`src/rtl/pkt_register_gen.sv`:
```
// pkt_register_gen: router packet register stage with hold buffer and
// parity / optional payload-length checking. Optional: PKT_REG_LEN_CHECK_EN.
// Ports: clk, rst (async active-low), pkt_valid, din, fifo_full in;
//        din_ready, dout, dout_valid, dst_addr, parity_done, error,
//        len_error out.
module pkt_register_gen #(
    parameter int DW         = 8,
    parameter int HOLD_DEPTH = 2
) (
    input  logic          clk,
    input  logic          rst,
    input  logic          pkt_valid,
    input  logic [DW-1:0] din,
    input  logic          fifo_full,
    output logic          din_ready,
    output logic [DW-1:0] dout,
    output logic          dout_valid,
    output logic [1:0]    dst_addr,
    output logic          parity_done,
    output logic          error,
    output logic          len_error
);

    localparam int CW = $clog2(HOLD_DEPTH + 1);
    localparam int LW = DW - 2;

    typedef enum logic [1:0] {
        S_IDLE,
        S_PAYLOAD,
        S_CHECK
    } state_t;

    state_t        r_state;
    logic [DW-1:0] r_buf [HOLD_DEPTH];
    logic [CW-1:0] r_cnt;
    logic [DW-1:0] r_par;
    logic [DW-1:0] r_pkt_par;

    logic [DW-1:0] w_buf_nxt [HOLD_DEPTH];
    logic [CW-1:0] w_cnt_nxt;
    logic          w_acc;
    logic          w_fwd;
    logic          w_wr;
    logic          w_buf_empty;
    logic          w_pop;
    logic          w_push;
    logic          w_load_din;
    logic          w_hdr;
    logic          w_pl;
    logic          w_done;

    // Held low during reset so every output reads 0 while rst is asserted.
    assign din_ready   = rst && (r_state != S_CHECK)
                         && (r_cnt != CW'(HOLD_DEPTH));
    assign w_acc       = din_ready
                         && ((r_state == S_PAYLOAD)
                             || (r_state == S_IDLE && pkt_valid));
    assign w_fwd       = w_acc && pkt_valid;
    assign w_wr        = dout_valid && !fifo_full;
    assign w_buf_empty = (r_cnt == '0);
    assign w_pop       = w_wr && !w_buf_empty;
    // din must queue behind older bytes, or wait if the output is stuck.
    assign w_push      = w_fwd
                         && (!w_buf_empty || (dout_valid && !w_wr));
    assign w_load_din  = w_fwd && !w_push;
    assign w_hdr       = (r_state == S_IDLE) && w_acc;
    assign w_pl        = (r_state == S_PAYLOAD) && w_fwd;
    assign w_done      = (r_state == S_CHECK) && w_buf_empty && !dout_valid;

    always_comb begin
        w_buf_nxt = r_buf;
        w_cnt_nxt = r_cnt;
        if (w_pop) begin
            for (int i = 0; i < HOLD_DEPTH - 1; i++) begin
                w_buf_nxt[i] = r_buf[i+1];
            end
            w_cnt_nxt = r_cnt - CW'(1);
        end
        if (w_push) begin
            for (int i = 0; i < HOLD_DEPTH; i++) begin
                if (CW'(i) == w_cnt_nxt) begin
                    w_buf_nxt[i] = din;
                end
            end
            w_cnt_nxt = w_cnt_nxt + CW'(1);
        end
    end

    always_ff @(posedge clk or negedge rst) begin
        if (!rst) begin
            r_cnt <= '0;
            for (int i = 0; i < HOLD_DEPTH; i++) begin
                r_buf[i] <= '0;
            end
        end else begin
            r_cnt <= w_cnt_nxt;
            r_buf <= w_buf_nxt;
        end
    end

    always_ff @(posedge clk or negedge rst) begin
        if (!rst) begin
            dout       <= '0;
            dout_valid <= 1'b0;
        end else if (w_wr || !dout_valid) begin
            if (w_pop) begin
                dout       <= r_buf[0];
                dout_valid <= 1'b1;
            end else if (w_load_din) begin
                dout       <= din;
                dout_valid <= 1'b1;
            end else begin
                dout_valid <= 1'b0;
            end
        end
    end

    always_ff @(posedge clk or negedge rst) begin
        if (!rst) begin
            r_state     <= S_IDLE;
            r_par       <= '0;
            r_pkt_par   <= '0;
            dst_addr    <= '0;
            parity_done <= 1'b0;
            error       <= 1'b0;
        end else begin
            parity_done <= 1'b0;
            unique case (r_state)
                S_IDLE: begin
                    if (w_hdr) begin
                        dst_addr <= din[1:0];
                        r_par    <= din;
                        error    <= 1'b0;
                        r_state  <= S_PAYLOAD;
                    end
                end
                S_PAYLOAD: begin
                    if (w_pl) begin
                        r_par <= r_par ^ din;
                    end else if (w_acc) begin
                        r_pkt_par <= din;
                        r_state   <= S_CHECK;
                    end
                end
                S_CHECK: begin
                    if (w_done) begin
                        parity_done <= 1'b1;
                        error       <= (r_pkt_par != r_par);
                        r_state     <= S_IDLE;
                    end
                end
                default: r_state <= S_IDLE;
            endcase
        end
    end

`ifdef PKT_REG_LEN_CHECK_EN
    logic [LW-1:0] r_len;
    logic [LW-1:0] r_pl_cnt;
    logic          r_len_err;

    always_ff @(posedge clk or negedge rst) begin
        if (!rst) begin
            r_len     <= '0;
            r_pl_cnt  <= '0;
            r_len_err <= 1'b0;
        end else if (w_hdr) begin
            r_len     <= din[DW-1:2];
            r_pl_cnt  <= '0;
            r_len_err <= 1'b0;
        end else if (w_pl) begin
            r_pl_cnt <= r_pl_cnt + LW'(1);
        end else if (w_done) begin
            r_len_err <= (r_pl_cnt != r_len);
        end
    end

    assign len_error = r_len_err;
`else
    assign len_error = 1'b0;
`endif

endmodule
```
`config.mk`:
```
export PLATFORM = sky130hd
export DESIGN_NAME = pkt_register_gen
export DESIGN_NICKNAME = d
export VERILOG_FILES = /design/src/rtl/pkt_register_gen.sv
export SDC_FILE = /design/constraint.sdc
export NUM_CORES = 1
export LEC_CHECK = 0
export ABC_CLOCK_PERIOD_IN_PS = 3200
export CORE_MARGIN = 5
export CORE_UTILIZATION = 56
export CTS_CLUSTER_SIZE = 40
export DETAILED_ROUTE_END_ITERATION = 6
export GPL_ROUTABILITY_DRIVEN = 0
export PLACE_DENSITY = 0.79
export SLEW_MARGIN = 15
export SYNTH_ARGS = -nofsm -noshare
export SYNTH_HDL_FRONTEND = slang
export SYNTH_SLANG_ARGS = --single-unit
```
`constraint.sdc`:
```
create_clock -name clk -period 3.2 [get_ports clk]
set_clock_uncertainty 0.2 [all_clocks]
set_input_delay 0.64 -clock clk [delete_from_list [all_inputs] [get_ports clk]]
set_output_delay 0.64 -clock clk [all_outputs]
set_load 0.02 [all_outputs]
```
======== Word-level counts from Yosys, hierarchy flattened ========
Index checks and enable logic that the tools add are counted.
storage, ports and cells
  bits in registers ....................... 49
operators by class
  equal/unequal tests ..................... 11
  mux-type cells .......................... 23
  bitwise gates (word level) .............. 2
  reductions and logical operators ........ 35
  $add $sub $neg .......................... 2
operator list
  kind                   count
  $mux W8                7
  $mux W16               1
  $pmux W8 S2            1
  $logic_and A1 B1 Y1    14
  $ne A2 B2 Y1 const B   7
  $mux W2                6
  $reduce_and A3 Y1      3
  $ne A8 B8 Y1           1
  $xor A8 B8 Y8          1
  $logic_not A2 Y1       3
  $mux W1                6
  $pmux W2 S3            1
  $reduce_and A2 Y1      3
  $reduce_bool A2 Y1     3
  $logic_not A1 Y1       5
  $reduce_and A4 Y1      1
  $logic_or A1 B1 Y1     3
  $add A2 B1 Y2 const B  1
  $eq A1 B2 Y1 const A   1
  $eq A2 B1 Y1 const B   1
  $eq A2 B2 Y1 const B   1
  $pmux W1 S2            1
  $sub A2 B1 Y2 const B  1
  $not A1 Y1             1

======== Depth between registers and ports, before layout ========
  word-level depth ........................ 10
  gate-level depth with buffers ........... 11

======== Worst setup path after synthesis ========
No wires, ideal clock.
  kind .................................... input-to-reg
  from .................................... input port fifo_full
  to ...................................... register r_buf[0] (netlist name)
  path buffers ............................ 0
  path slack .............................. 0.804 ns
  data required time ...................... 2.875 ns
  cell stages on the path ................. 6
  data arrival time ....................... 2.072 ns
  library setup time ...................... 0.125 ns
  path through ............................ nand2b_2 -> nor2_8 -> mux2_2 -> ha_1 -> nand2_4 -> mux2_2
between the ends
  cells in the longest elaborated chain, start to end .. 7
RTL lines
  item                                                             line  source
  start, declared                                                  14    input logic fifo_full,
  $logic_not A1 Y1 (*)                                             59    assign w_wr = dout_valid && !fifo_full;
  $logic_and A1 B1 Y1 (*)                                          59
  parallel branches: the longest is 4 deep, another holds $mux W2  --
  $reduce_and A2 Y1 (no line) (*)                                  --
  end signal, assigned                                             97    r_buf <= w_buf_nxt;
  end, declared                                                    34    logic [DW-1:0] r_buf [HOLD_DEPTH];
Mark *: on every way between the ends.
A chain may end at the register's enable or synchronous reset.

======== Worst setup path in the final report ========
  from .................................... register r_cnt[0]
  to ...................................... output port din_ready
between the ends
  cells in the longest elaborated chain, start to end .. 2
RTL lines
  item                    line  source
  start, declared         35    logic [CW-1:0] r_cnt;
  start signal, assigned  96    r_cnt <= w_cnt_nxt;
  $ne A2 B2 Y1            54    && (r_cnt != CW'(HOLD_DEPTH));
  $logic_and A1 B1 Y1     54
  end, declared           15    output logic din_ready,
No other way between the ends.

==> summary.md <==
| Metric | Value |
|---|---|
| Status | completed |
| Starting DRT DRC Count | 80 |
| FILL cells | ~350 |
| Layout cell share with drive strength beyond 1 | about 22% |
| Row count | 24 |
| Clock tree root buffer cell | clkbuf_8 |
| Total wire length | approximately 4.3 mm |
| First-pass GRT wire length | 7.49 mm |
| Peak supply drop | 433 uV |
| Syn-to-layout area delta | 16.0% |
| Gr ovfl total | 0 |
| Clk_lat worst skew | 0.30 ns |
| # diodes | 0 |
| Top cell type's share of synthesized area | around 50% |
| Initial core utilization | around 57% |
| Min cycle time layout | 2.79 ns |
| Synth Instances | a little under 200 |
| Num CTS Buffers | 5 |
| Crit-path cells | inv_1, ha_1, and2b_1, and2_1, clkdlybuf4s50_1 |
| Per-cell routed wire length | 15.3 um |
| Post-CTS setup buffers | 0 |
| DR DRC count | 0 |
| I/O Pins | 27 |
| P per Cell Area | roughly 990 mW/mm^2 |
| Slowest cell on crit path | clkdlybuf4s50_1 |
| Clock sinks | 49 |
| Worst Setup Start Kind | flop |
| CP endpoint kind | primary output |
| CP required | ~2.4 ns |
| Die Ht | approximately 76 um |
| Mapped Avg Cell Area | around 12 um^2 |
| Final setup TNS | 0 ns |
| Initial antenna violation count | 0 |
| Drt pass-1 iters | 4 |
| Endpoints failing hold | 0 |
| Post-CTS sizing | 0 |
| RSZ-0062 raised after global routing | no |
| Syn_nets | between 200 and 250 |
| Max_cap viols | 0 |
| DR vias | between 1500 and 2000 |
| Warnings from Yosys | 0 |
| Final ANT Viol Nets | 0 |
| Max_slew headroom | between 50% and 60% |
| Worst path arrival time | a little under 2 ns |
| Synth area leaders | dfrtp_1, mux2_2, mux2i_1 |
| Pin count of the biggest net entering global routing | between 50 and 60 |
| Clock Pin Slew Worst Setup and Hold Paths | 0.09 ns |
| Fmax | 358 MHz |
| Leak | 1.17 nW |
| Setup Viol. Count Final | 0 |
| Synth unique cells | 32 |
| Final hold slack | 0.249 ns |
| Layout Nets | approximately 240 |
| Synth area leader | dfrtp_1 |
| Non-Filler Instances | between 200 and 300 |
| Critical path class | reg2out |
| CTS tree | yes |
| Number of global-route vias before repair | between 1500 and 2000 |
| Hold WC Path Type | in2async |
| Fin. max-slew vios | 0 |
| Detailed placement HPWL | approximately 2.9 mm |
| Buffers on Ports | 25 |
| Post-Synthesis Cell Area | 0.00245 mm^2 |
| DIE WIDTH | approximately 76 um |
| Seq/Total Area, Yosys | 50.1% |
| Flops & latches, synth | 49 |
| Worst slew pin tran | 0.639 ns |
| H-tree depth | 2 |
| Cts hold-fix bufs | 0 |
| GRT Overall Usage | roughly 16% |
| Area of the core | roughly 0.0043 mm^2 |
| Maximum fanout along the worst path | 3 |
| Crit-path max cell delay | roughly 0.6 ns |
| Via density | ~5.5 |
| CTS Buffer Depth | 2 |
| Period utilisation layout | 87.3% |
| Placed Instances | 270 |
| Full die area | between 0.005 and 0.006 mm^2 |
[state kept, by name, summed over array words and instances (netlist names)]
register     flops
dst_addr         2
dout_valid       1
dout             8
r_pkt_par        8
parity_done      1
r_buf           16
r_par            8
error            1
r_state          2
r_cnt            2
[Yosys cell counts]
| cell | count |
|---|---|
| dfrtp_1 | 49 |
| nor2_1 | 28 |
| a21oi_1 | 24 |
| mux2_2 | 18 |
| mux2i_1 | 18 |
| xnor2_1 | 10 |
| a311oi_2 | 8 |
| buf_6 | 5 |
| inv_1 | 5 |
| o21ai_0 | 5 |
| ha_1 | 4 |
| buf_4 | 2 |
| nand2_1 | 2 |
| nand4_1 | 2 |
| a211o_4 | 1 |
| a21oi_4 | 1 |
| a22oi_4 | 1 |
| and2_1 | 1 |
| and2_4 | 1 |
| and2b_1 | 1 |
| and4bb_1 | 1 |
| buf_2 | 1 |
| conb_1 | 1 |
| mux2_4 | 1 |
| nand2_4 | 1 |
| nand2b_1 | 1 |
| nand2b_2 | 1 |
| nand2b_4 | 1 |
| nand3_2 | 1 |
| nand4bb_4 | 1 |
| nor2_8 | 1 |
| or2b_1 | 1 |
[path summary, 6_finish.rpt]
kind | from | to | slack (ns) | depth (start not counted)
worst max-delay path | r_cnt[0]$_DFF_PN0_ | din_ready | 0.41 | 5
worst min-delay path | rst | parity_done$_DFF_PN0_ | 0.25 | 2
worst max register to register | r_cnt[0]$_DFF_PN0_ | r_buf[3]$_DFFE_PN0P_ | 0.81 | 8
worst min register to register | r_state[1]$_DFFE_PN0P_ | r_state[0]$_DFFE_PN0P_ | 0.31 | 1
max in group asynchronous | rst | dout[2]$_DFFE_PN0P_ | 2.12 | 2
min in group clk | r_state[1]$_DFFE_PN0P_ | r_state[0]$_DFFE_PN0P_ | 0.31 | 1
[per-stage QoR]
step                      util (%)  setup slack (ns)  instance area [um^2]  total power [mW]
after global placement        62.9             0.406                  2700              2.27
after floorplan                  -             0.804                  2450              1.99
after global routing          66.1             0.315                  2840              3.00
final                         66.1             0.406                  2840              2.81
after detailed placement      62.9             0.380                  2700              2.31
after CTS                     66.1             0.386                  2840              2.84
[cell type report]
cell class / instances / area, um^2 / area share, %
clock buffers: 5 / 68.8 / 2.43
clock inverters: 3 / 65.1 / 2.29
flip-flops and latches: 49 / 1230 / 43.2
repair buffers: 28 / 268 / 9.44
inverters: 5 / 18.8 / 0.662
multi-input cells: 136 / 1120 / 39.7
well taps: 52 / 65.1 / 2.29
[kinds of logic after synthesis]
kind of cell / share of synthesized area (%)
flip-flops: 50.1
AND/OR/NAND/NOR: 10.8
AO/OA/AOI/OAI: 13.1
multiplexers: 16.3
buffers and inverters: 3.89
XOR/XNOR: 3.58
adder cells (fa/ha/maj): 2.05
other: 0.153
[routing by layer]
metal / up-vias / global-route usage (%) / wire length, um
li1: 748 / - / -
met1: 739 / 19.6 / 1960
met2: 22 / 26.6 / 2060
met3: 8 / 3.55 / 153
met4: 0 / 6.29 / 79
met5: - / 0 / 0
[report_power, final]
part | switching, mW | internal (mW) | total, mW | leakage, nW
Clock | 0.205 | 0.310 | 0.515 | 0.0681
Combinational | 0.585 | 0.605 | 1.19 | 0.508
Sequential | 0.195 | 0.909 | 1.10 | 0.598
[critical path, delay by kind of cell, from the launching register on]
family        cells  cell delay, ns
fa+ha+maj         1            0.23
simple gates      2            0.40
buf+inv           2            0.66
flops             1            0.36
[placed cells by master (no fill, tap or decap), types with 2 or more instances in the layout]
| cell type | instances |
|---|---|
| clkbuf_8 | 5 |
| mux2i_1 | 18 |
| buf_4 | 3 |
| nor2_1 | 28 |
| inv_1 | 5 |
| o21ai_0 | 5 |
| nand2_1 | 2 |
| xnor2_1 | 10 |
| nand4_1 | 2 |
| mux2_2 | 18 |
| clkdlybuf4s50_1 | 24 |
| a21oi_1 | 24 |
| dfrtp_1 | 49 |
| a311oi_2 | 8 |
| bufinv_16 | 2 |
| ha_1 | 4 |
(Power assumes the default switching activity.)
